File: src/rtl/packet_check_pkg.sv
// Shared types and helpers for the loopback packet checker.
package packet_check_pkg;
  localparam int DATA_W = 512;
  localparam int KEEP_W = DATA_W / 8;
  localparam int POP_W  = $clog2(DATA_W) + 1;

  typedef enum logic [1:0] {ST_IDLE, ST_CHECK, ST_DRAIN, ST_DONE} state_e;

  // Per-beat information that travels alongside the popcount pipeline.
  typedef struct packed {
    logic        keep_mm;
    logic        last_mm;
    logic [63:0] pkt;
  } side_t;

  // Adds without wrapping past maxv (the caller's all-ones counter value).
  function automatic logic [63:0] sat_add(input logic [63:0] cur, input logic [63:0] inc,
                                          input logic [63:0] maxv);
    if (inc > maxv - cur) return maxv;
    return cur + inc;
  endfunction
endpackage

File: src/rtl/packet_check_popcount.sv
// Two-stage registered popcount: 64-bit chunk sums, then a sum of the partials.
module popcount_pipe #(
  parameter int  DATA_W = packet_check_pkg::DATA_W,
  localparam int CNT_W  = $clog2(DATA_W) + 1
) (
  input  logic              clk,
  input  logic              reset,
  input  logic              in_vld,
  input  logic [DATA_W-1:0] in_data,
  output logic              out_vld,
  output logic [CNT_W-1:0]  out_cnt
);
  localparam int NCH = (DATA_W + 63) / 64;

  logic [NCH*64-1:0]    pad;
  logic [NCH-1:0][6:0]  part_d, part_q;
  logic [CNT_W-1:0]     cnt_d, cnt_q;
  logic [1:0]           vld_pipe_q;

  always_comb begin
    pad = '0;
    pad[DATA_W-1:0] = in_data;
    for (int c = 0; c < NCH; c++) begin
      part_d[c] = '0;
      for (int b = 0; b < 64; b++) part_d[c] = part_d[c] + 7'(pad[c*64+b]);
    end
  end

  always_comb begin
    cnt_d = '0;
    for (int c = 0; c < NCH; c++) cnt_d = cnt_d + CNT_W'(part_q[c]);
  end

  always_ff @(posedge clk or posedge reset) begin
    if (reset) begin
      part_q     <= '0;
      cnt_q      <= '0;
      vld_pipe_q <= '0;
    end else begin
      part_q     <= part_d;
      cnt_q      <= cnt_d;
      vld_pipe_q <= {vld_pipe_q[0], in_vld};
    end
  end

  assign out_vld = vld_pipe_q[1];
  assign out_cnt = cnt_q;
endmodule

File: src/rtl/packet_check.sv
// Loopback checker: joins the returned stream with the reference stream and counts errors.
module packet_check #(
  parameter int DATA_W         = packet_check_pkg::DATA_W,
  parameter int TIMEOUT_CYCLES = 100000,
  parameter int ERR_W          = 32
) (
  input  logic                clk,
  input  logic                reset,
  input  logic [63:0]         PACKET_COUNT,
  input  logic                start,
  output logic                busy,
  output logic                done,
  output logic                pass,
  output logic                timeout,
  output logic [63:0]         packets_rcvd,
  output logic [ERR_W-1:0]    bad_beats,
  output logic [ERR_W-1:0]    bit_errors,
  output logic [ERR_W-1:0]    framing_errors,
  output logic [63:0]         first_err_packet,
  input  logic [DATA_W-1:0]   AXIS_IN_TDATA,
  input  logic [DATA_W/8-1:0] AXIS_IN_TKEEP,
  input  logic                AXIS_IN_TLAST,
  input  logic                AXIS_IN_TVALID,
  output logic                AXIS_IN_TREADY,
  input  logic [DATA_W-1:0]   AXIS_EXP_TDATA,
  input  logic [DATA_W/8-1:0] AXIS_EXP_TKEEP,
  input  logic                AXIS_EXP_TLAST,
  input  logic                AXIS_EXP_TVALID,
  output logic                AXIS_EXP_TREADY
);
  import packet_check_pkg::*;

  localparam int KW = DATA_W / 8;
  localparam int CW = $clog2(DATA_W) + 1;
  localparam int TW = $clog2(TIMEOUT_CYCLES + 1);
  localparam logic [63:0] ERR_MAX = 64'({ERR_W{1'b1}});

  state_e            state_d, state_q;
  logic [63:0]       cnt_d, cnt_q, pkts_d, pkts_q, first_d, first_q;
  logic [TW-1:0]     tmo_d, tmo_q;
  logic [1:0]        drain_d, drain_q;
  logic              timeout_d, timeout_q, clr, in_check, acc, bad_beat;
  logic [ERR_W-1:0]  bad_d, bad_q, bit_d, bit_q, frm_d, frm_q;
  logic [DATA_W-1:0] kx_d, kx_q;
  logic              s1_vld_q, pc_vld;
  logic [CW-1:0]     pc_cnt;
  side_t             side_d;
  side_t [2:0]       side_q;

  // Join: neither stream advances unless both present a beat.
  assign in_check        = state_q == ST_CHECK;
  assign AXIS_IN_TREADY  = in_check & AXIS_EXP_TVALID;
  assign AXIS_EXP_TREADY = in_check & AXIS_IN_TVALID;
  assign acc             = in_check & AXIS_IN_TVALID & AXIS_EXP_TVALID;

  always_comb begin
    kx_d = '0;
    for (int i = 0; i < KW; i++)
      if (AXIS_EXP_TKEEP[i]) kx_d[i*8 +: 8] = AXIS_IN_TDATA[i*8 +: 8] ^ AXIS_EXP_TDATA[i*8 +: 8];
    side_d.keep_mm = AXIS_IN_TKEEP != AXIS_EXP_TKEEP;
    side_d.last_mm = AXIS_IN_TLAST != AXIS_EXP_TLAST;
    side_d.pkt     = pkts_q + 64'd1;
  end

  popcount_pipe #(.DATA_W(DATA_W)) u_pop (
    .clk(clk), .reset(reset), .in_vld(s1_vld_q), .in_data(kx_q),
    .out_vld(pc_vld), .out_cnt(pc_cnt)
  );

  always_comb begin
    state_d   = state_q;
    cnt_d     = cnt_q;
    tmo_d     = tmo_q;
    drain_d   = drain_q;
    timeout_d = timeout_q;
    pkts_d    = pkts_q;
    clr       = 1'b0;
    case (state_q)
      ST_IDLE, ST_DONE: if (start) begin
        clr       = 1'b1;
        cnt_d     = PACKET_COUNT;
        tmo_d     = TW'(TIMEOUT_CYCLES);
        timeout_d = 1'b0;
        pkts_d    = '0;
        state_d   = (PACKET_COUNT == '0) ? ST_DONE : ST_CHECK;
      end
      ST_CHECK: begin
        if (acc) begin
          tmo_d = TW'(TIMEOUT_CYCLES);
          if (AXIS_EXP_TLAST) begin
            pkts_d = pkts_q + 64'd1;
            if (pkts_d == cnt_q) begin
              state_d = ST_DRAIN;
              drain_d = '0;
            end
          end
        end else if (tmo_q <= TW'(1)) begin
          tmo_d     = '0;
          timeout_d = 1'b1;
          state_d   = ST_DRAIN;
          drain_d   = '0;
        end else begin
          tmo_d = tmo_q - TW'(1);
        end
      end
      ST_DRAIN: begin
        drain_d = drain_q + 2'd1;
        if (drain_q == 2'd2) state_d = ST_DONE;
      end
      default: state_d = ST_IDLE;
    endcase
  end

  // Error accounting from the pipeline tail; a start clears everything.
  always_comb begin
    bad_beat = pc_vld & ((pc_cnt != '0) | side_q[2].keep_mm | side_q[2].last_mm);
    bit_d    = bit_q;
    bad_d    = bad_q;
    frm_d    = frm_q;
    first_d  = first_q;
    if (pc_vld) begin
      bit_d = ERR_W'(sat_add(64'(bit_q), 64'(pc_cnt), ERR_MAX));
      if (bad_beat) bad_d = ERR_W'(sat_add(64'(bad_q), 64'd1, ERR_MAX));
      if (side_q[2].last_mm) frm_d = ERR_W'(sat_add(64'(frm_q), 64'd1, ERR_MAX));
      if (bad_beat && first_q == '0) first_d = side_q[2].pkt;
    end
    if (clr) begin
      bit_d   = '0;
      bad_d   = '0;
      frm_d   = '0;
      first_d = '0;
    end
  end

  always_ff @(posedge clk or posedge reset) begin
    if (reset) begin
      state_q   <= ST_IDLE;
      cnt_q     <= '0;
      tmo_q     <= '0;
      drain_q   <= '0;
      timeout_q <= 1'b0;
      pkts_q    <= '0;
      bad_q     <= '0;
      bit_q     <= '0;
      frm_q     <= '0;
      first_q   <= '0;
      kx_q      <= '0;
      s1_vld_q  <= 1'b0;
      side_q    <= '0;
    end else begin
      state_q   <= state_d;
      cnt_q     <= cnt_d;
      tmo_q     <= tmo_d;
      drain_q   <= drain_d;
      timeout_q <= timeout_d;
      pkts_q    <= pkts_d;
      bad_q     <= bad_d;
      bit_q     <= bit_d;
      frm_q     <= frm_d;
      first_q   <= first_d;
      kx_q      <= kx_d;
      s1_vld_q  <= acc;
      side_q    <= {side_q[1:0], side_d};
    end
  end

  assign busy             = (state_q == ST_CHECK) | (state_q == ST_DRAIN);
  assign done             = state_q == ST_DONE;
  assign timeout          = timeout_q;
  assign pass             = done & ~timeout_q & (bad_q == '0) & (frm_q == '0);
  assign packets_rcvd     = pkts_q;
  assign bad_beats        = bad_q;
  assign bit_errors       = bit_q;
  assign framing_errors   = frm_q;
  assign first_err_packet = first_q;
endmodule

File: config.mk
export PLATFORM = sky130hd
export DESIGN_NAME = packet_check
export DESIGN_NICKNAME = d
export VERILOG_FILES = /design/src/rtl/packet_check_pkg.sv /design/src/rtl/packet_check_popcount.sv /design/src/rtl/packet_check.sv
export SDC_FILE = /design/constraint.sdc
export NUM_CORES = 2
export LEC_CHECK = 0
export CELL_PAD_IN_SITES_DETAIL_PLACEMENT = 0
export CELL_PAD_IN_SITES_GLOBAL_PLACEMENT = 1
export CORE_AREA = 8 8 552 554
export DETAILED_ROUTE_END_ITERATION = 7
export DIE_AREA = 0 0 560 562
export GPL_TIMING_DRIVEN = 0
export PLACE_DENSITY = 0.49
export SLEW_MARGIN = 40
export SYNTH_ARGS = -nofsm -noshare
export SYNTH_HDL_FRONTEND = slang
export SYNTH_HIERARCHICAL = 1
export SYNTH_SLANG_ARGS = --single-unit
File: constraint.sdc
create_clock -name clk -period 28.9 [get_ports clk]
set_input_delay 2.89 -clock clk [delete_from_list [all_inputs] [get_ports clk]]
set_output_delay 2.89 -clock clk [all_outputs]
set_load 0.01 [all_outputs]
==> Word-level counts from Yosys, hierarchy flattened <==
Cells that the tools add are included.
{ "totals": {"reg_bits": 1089, "elab_cells": 785} }
{ "op_classes": {"add_sub_neg": 520, "order_cmp": 4, "eq_ne": 16, "mux": 116, "bitwise": 75, "reduce_logical": 23} }
{ "op_table": {"columns": ["operator", "count"], "rows": [
  ["7-bit by 1-bit adder with 7-bit output", 496],
  ["8-bit two-way mux", 64],
  ["8-bit bitwise XOR", 64],
  ["32-bit two-way mux", 14],
  ["64-bit two-way mux", 6],
  ["1-bit by 64-bit > comparator with 1-bit output, first input constant", 2],
  ["64-bit zero test", 2],
  ["64-bit case mux with 2 select lines", 1],
  ["32-bit by 32-bit subtractor with 33-bit output, first input constant", 3],
  ["32-bit by 1-bit adder with 32-bit output, second input constant", 2],
  ["64-bit by 1-bit adder with 64-bit output, second input constant", 1],
  ["64-bit equality test", 1],
  ["10-bit by 64-bit > comparator with 1-bit output", 1],
  ["32-bit zero test", 2],
  ["64-bit inequality test", 1],
  ["10-bit by 7-bit adder with 10-bit output", 6],
  ["17-bit two-way mux", 3],
  ["17-bit case mux with 2 select lines", 1],
  ["32-bit by 10-bit adder with 32-bit output", 1],
  ["2-bit two-way mux", 11],
  ["17-bit by 1-bit <= comparator with 1-bit output, second input constant", 1],
  ["17-bit by 1-bit subtractor with 17-bit output, second input constant", 1],
  ["1-bit by 1-bit adder with 2-bit output", 8],
  ["1-bit two-way mux", 13],
  ["other kinds (24)", 49]
]} }

==> Depth between registers and ports, before layout <==
{ "logic_depth": {"depth_word": 63, "mapped_depth": 21} }

==> Hierarchy <==
Netlist, hierarchy kept.
{ "modules_own_cells": {"columns": ["mod", "n_inst", "cells_each", "area_per_inst_um2"], "rows": [
  ["packet_check", 1, 4075, 44564.0],
  ["popcount_pipe", 1, 1648, 16991.3]
]} }

==> Worst setup path after synthesis <==
Ideal clock, no wire load.
{ "synth_path": {"path_type": "input to output", "start": "input AXIS_IN_TVALID", "end": "output AXIS_EXP_TREADY", "arrival_ns": 3.055, "required_time_ns": 26.010, "path_slack_ns": 22.955, "cell_stages": 1, "path_buffers": 0, "cell_sequence": "and2_1"} }
{ "synth_via": {"elab_chain_len": 1} }
{ "synth_rtl": {"columns": ["item", "line", "rtl"], "rows": [
  ["from (decl)", "packet_check.sv:23", "input logic AXIS_IN_TVALID,"],
  ["1-bit bitwise AND", "packet_check.sv:53", "assign AXIS_EXP_TREADY = in_check & AXIS_IN_TVALID;"],
  ["to (decl)", "packet_check.sv:29", "output logic AXIS_EXP_TREADY"]
]} }
No other way between the ends.

==> Worst setup path in the final report <==
{ "layout_path": {"start": "input AXIS_EXP_TVALID", "end": "output AXIS_IN_TREADY"} }
{ "layout_via": {"elab_chain_len": 1} }
{ "layout_rtl": {"columns": ["item", "line", "rtl"], "rows": [
  ["from (decl)", "packet_check.sv:28", "input logic AXIS_EXP_TVALID,"],
  ["1-bit bitwise AND", "packet_check.sv:52", "assign AXIS_IN_TREADY = in_check & AXIS_EXP_TVALID;"],
  ["to (decl)", "packet_check.sv:24", "output logic AXIS_IN_TREADY,"]
]} }
No other way between the ends.

==> flow_summary.toml <==
[die]
rows = 200
die_h_microns = 562
pin_count = 1453
dieArea_sq_mm = 0.3147
start_util = 0.2081
die_x_microns = 560
core_sq_mm = 0.2958

[sta]
setup_viol = 0
whs_ns = 0.3222
fin_tns_setup_ns = 0
skew_ns = 0.05015
setup_slack_ns = 21.81
min_period_over_period = 0.2455
grt_setup_unrepaired = "false"
tightest_slew_ns = 0.8639
fin_crit_ns = 7.094
fmax_mhz = 141.0
slew_headroom = 0.4193
hold_viol_final = 0
slew_violations = 0

[clock_network]
htree_num_levels = 4
cts_resized = 0
clockRootBuffer = "clkbuf_16"
clock_path_buffers = 4
cts_buffers = 150
ctsHoldBuffers = 0
clkLatencyLatePin_ns = 0.83
path_clk_slew_ns = 0.06
cts_tree = "yes"
cts_sinks = 1089
cts_setup_buffers = 0

[synthesis]
postSynthAreaPerCell_sq_um = 10.76
synth_area_sq_mm = 0.06156
synth-seq-cells = 1089
yosysTopAreaCell = "dfrtp_1"
netlist_top_cells_area = "dfrtp_1 44%, fa_1 15%, xor2_1 7.9%, and2_1 5.3%, inv_1 5.3%"
synth-edff-count = 0
synthTopCellsByCount = "1089 x dfrtp_1, 865 x inv_1, 555 x xor2_1, 525 x and2_1, 474 x fa_1"
syn-instance-count = 5723
synth.most_common_cell = "dfrtp_1"
yosys_warnings = 6
ys_async_sr_fraction = 1.000
yosysUniqueCellTypes = 87
synth_fp_nets = 7581
ys_seq_area_frac = 0.4427
synthFlopType = "dfrtp_1"
yosysTopAreaCellShare = 0.4427

[grt]
grt_overflow = 0
grt_first_pass_wirelength_mm = 443.4
antenna_found_initial = 221
grt_max_degree = 55
grt_util_all_layers = 0.2028
grt_pass1_vias = 52420

[pwr]
swShare = 0.4806
p_leak_nw = 39.35
powerDensity_mw_per_mm2 = 138.4
p_seq_frac = 0.161
pwr-share-clk = 0.158
power.total_mw = 12.16
p_int_mw = 6.314
p_sw_mw = 5.843
power_frac_comb = 0.681
ir_drop_mv = 0.3759

[worst_setup_path]
cp.arrival_ns = 4.20
ff2ff_path_depth = 18
r2r_end = "u_pop/part_q[26]$_DFF_PP0_"
cp-start-kind = "primary input"
timing.rr.start = "kx_q[193]$_DFF_PP0_"
reg2reg_slack_ns = 22.34
crit_type = "primary input to primary output"
cp-end-kind = "primary output"
crit_required_ns = 26.01
cp_max_fo = 4

[cells_and_area]
nNetsFinal = 9246
postLayoutCoreUtil = 0.2971
areaGrowthSynthToFinish_pct = 42.74
layout.cells.non_filler = 11490
layout-drive-gt1-share = 0.05482
fin_area_sq_mm = 0.08786
n_fill_cell = 30970

[detailed_routing]
vias = 47630
final_antenna_net_count = 0
wirelength_mm = 327.6
drt-wirelength-per-cell_microns = 28.53
dr.pass1.iters = 5
route.detailed.drc = 0
dr.first_iter.drc_count = 2882
drt-vias-per-instance = 4.147

[hold_path]
hold_depth = 0
holdPathEnd = "side_q[103]$_DFF_PP0_"
hp-start = "side_q[37]$_DFF_PP0_"
min_path_type = "flop to flop"

[placed_design]
place_inst = 11180
place_congestion = 0.9168
port-buffer-count = 1452
hpwl_mm = 285.1
place_ws_ns = 21.81
place_area_sq_mm = 0.08273

[flow_run]
maxCapViolations = 0

[run_status]
status = "finished clean"
==> flip-flops by register name, summed over array words and instances (netlist names) <==
signal / count
u_pop/vld_pipe_q: 2
drain_q: 2
u_pop/part_q: 56
side_q: 198
packets_rcvd: 64
first_err_packet: 64
u_pop/out_cnt: 10
kx_q: 512
cnt_q: 64
state_q: 2
framing_errors: 32
bad_beats: 32
timeout: 1
bit_errors: 32
tmo_q: 17
s1_vld_q: 1
==> how the worst max path moves through the flow <==
stage	depth (start not counted)	endpoint	slack [ns]	start
after global placement	2	kx_q[447]$_DFF_PP0_	3.54	reset
final	3	AXIS_IN_TREADY	21.81	AXIS_EXP_TVALID
after CTS	3	AXIS_IN_TREADY	21.81	AXIS_EXP_TVALID
after floorplan	1	bad_beats[0]$_DFFE_PP0P_	11.94	reset
after global routing	3	AXIS_IN_TREADY	21.79	AXIS_EXP_TVALID
after detailed placement	3	AXIS_IN_TREADY	21.81	AXIS_EXP_TVALID
==> layer usage <==
metal	wire (microns)	GRT usage	part of all wire
met5	871	0	0.0027
met4	11270	0.05630	0.034
met3	22070	0.05733	0.067
met2	171700	0.3797	0.52
met1	121700	0.2233	0.37
==> power by group through the flow <==
stage	Sequential [mW]	Clock [mW]	Combinational, mW
global placement	2.00	0	8.63
detailed placement	1.99	0	8.73
floorplan	1.93	0	5.25
finish	1.96	1.92	8.27
global route	1.98	2.05	9.57
CTS	1.96	2.00	8.82
==> layout by cell type (no fill, tap or decap), drive strengths merged, types with 14 or more instances in the layout <==
| cell type | instances |
|---|---|
| a211oi | 19 |
| a21o | 20 |
| a21oi | 175 |
| a31oi | 35 |
| and2 | 525 |
| and3 | 31 |
| and4 | 22 |
| buf | 97 |
| bufinv | 15 |
| clkbuf | 326 |
| clkdlybuf4s50 | 1450 |
| clkinv | 26 |
| dfrtp | 1089 |
| diode | 49 |
| fa | 474 |
| ha | 161 |
| inv | 871 |
| nand2 | 428 |
| nand2b | 14 |
| nand3 | 81 |
| nand4 | 96 |
| nor2 | 203 |
| nor2b | 22 |
| nor3 | 54 |
| nor4 | 78 |
| o211ai | 19 |
| o21ai | 203 |
| o21bai | 14 |
| o31a | 14 |
| o31ai | 52 |
| or3 | 22 |
| or4 | 17 |
| xnor2 | 159 |
| xor2 | 555 |
==> layout make-up <==
class | count | area [sq um] | share of cell area
plain buffers | 148 | 631.9 | 0.007191
repair buffers | 1513 | 15950 | 0.1816
multi-input cells | 3620 | 30720 | 0.3496
clock buffers | 212 | 4267 | 0.04856
clock inverters | 49 | 733.2 | 0.008345
inverters | 866 | 3259 | 0.03710
flip-flops and latches | 1089 | 27250 | 0.3101
well taps | 3939 | 4928 | 0.05609
diodes | 49 | 122.6 | 0.001396
==> kinds of logic after synthesis <==
group	synth area share
AND/OR/NAND/NOR	0.1386
flip-flops	0.4427
buffers and inverters	0.06263
XOR/XNOR	0.1031
AO/OA/AOI/OAI	0.06435
adder cells (fa/ha/maj)	0.1869
multiplexers	0.001646
==> critical path, stage by stage <==
cell             delay [ns]
clkdlybuf4s50_1        0.61
and2_1                 0.17
clkdlybuf4s50_1        0.53
Power figures use the tool's default switching activity.
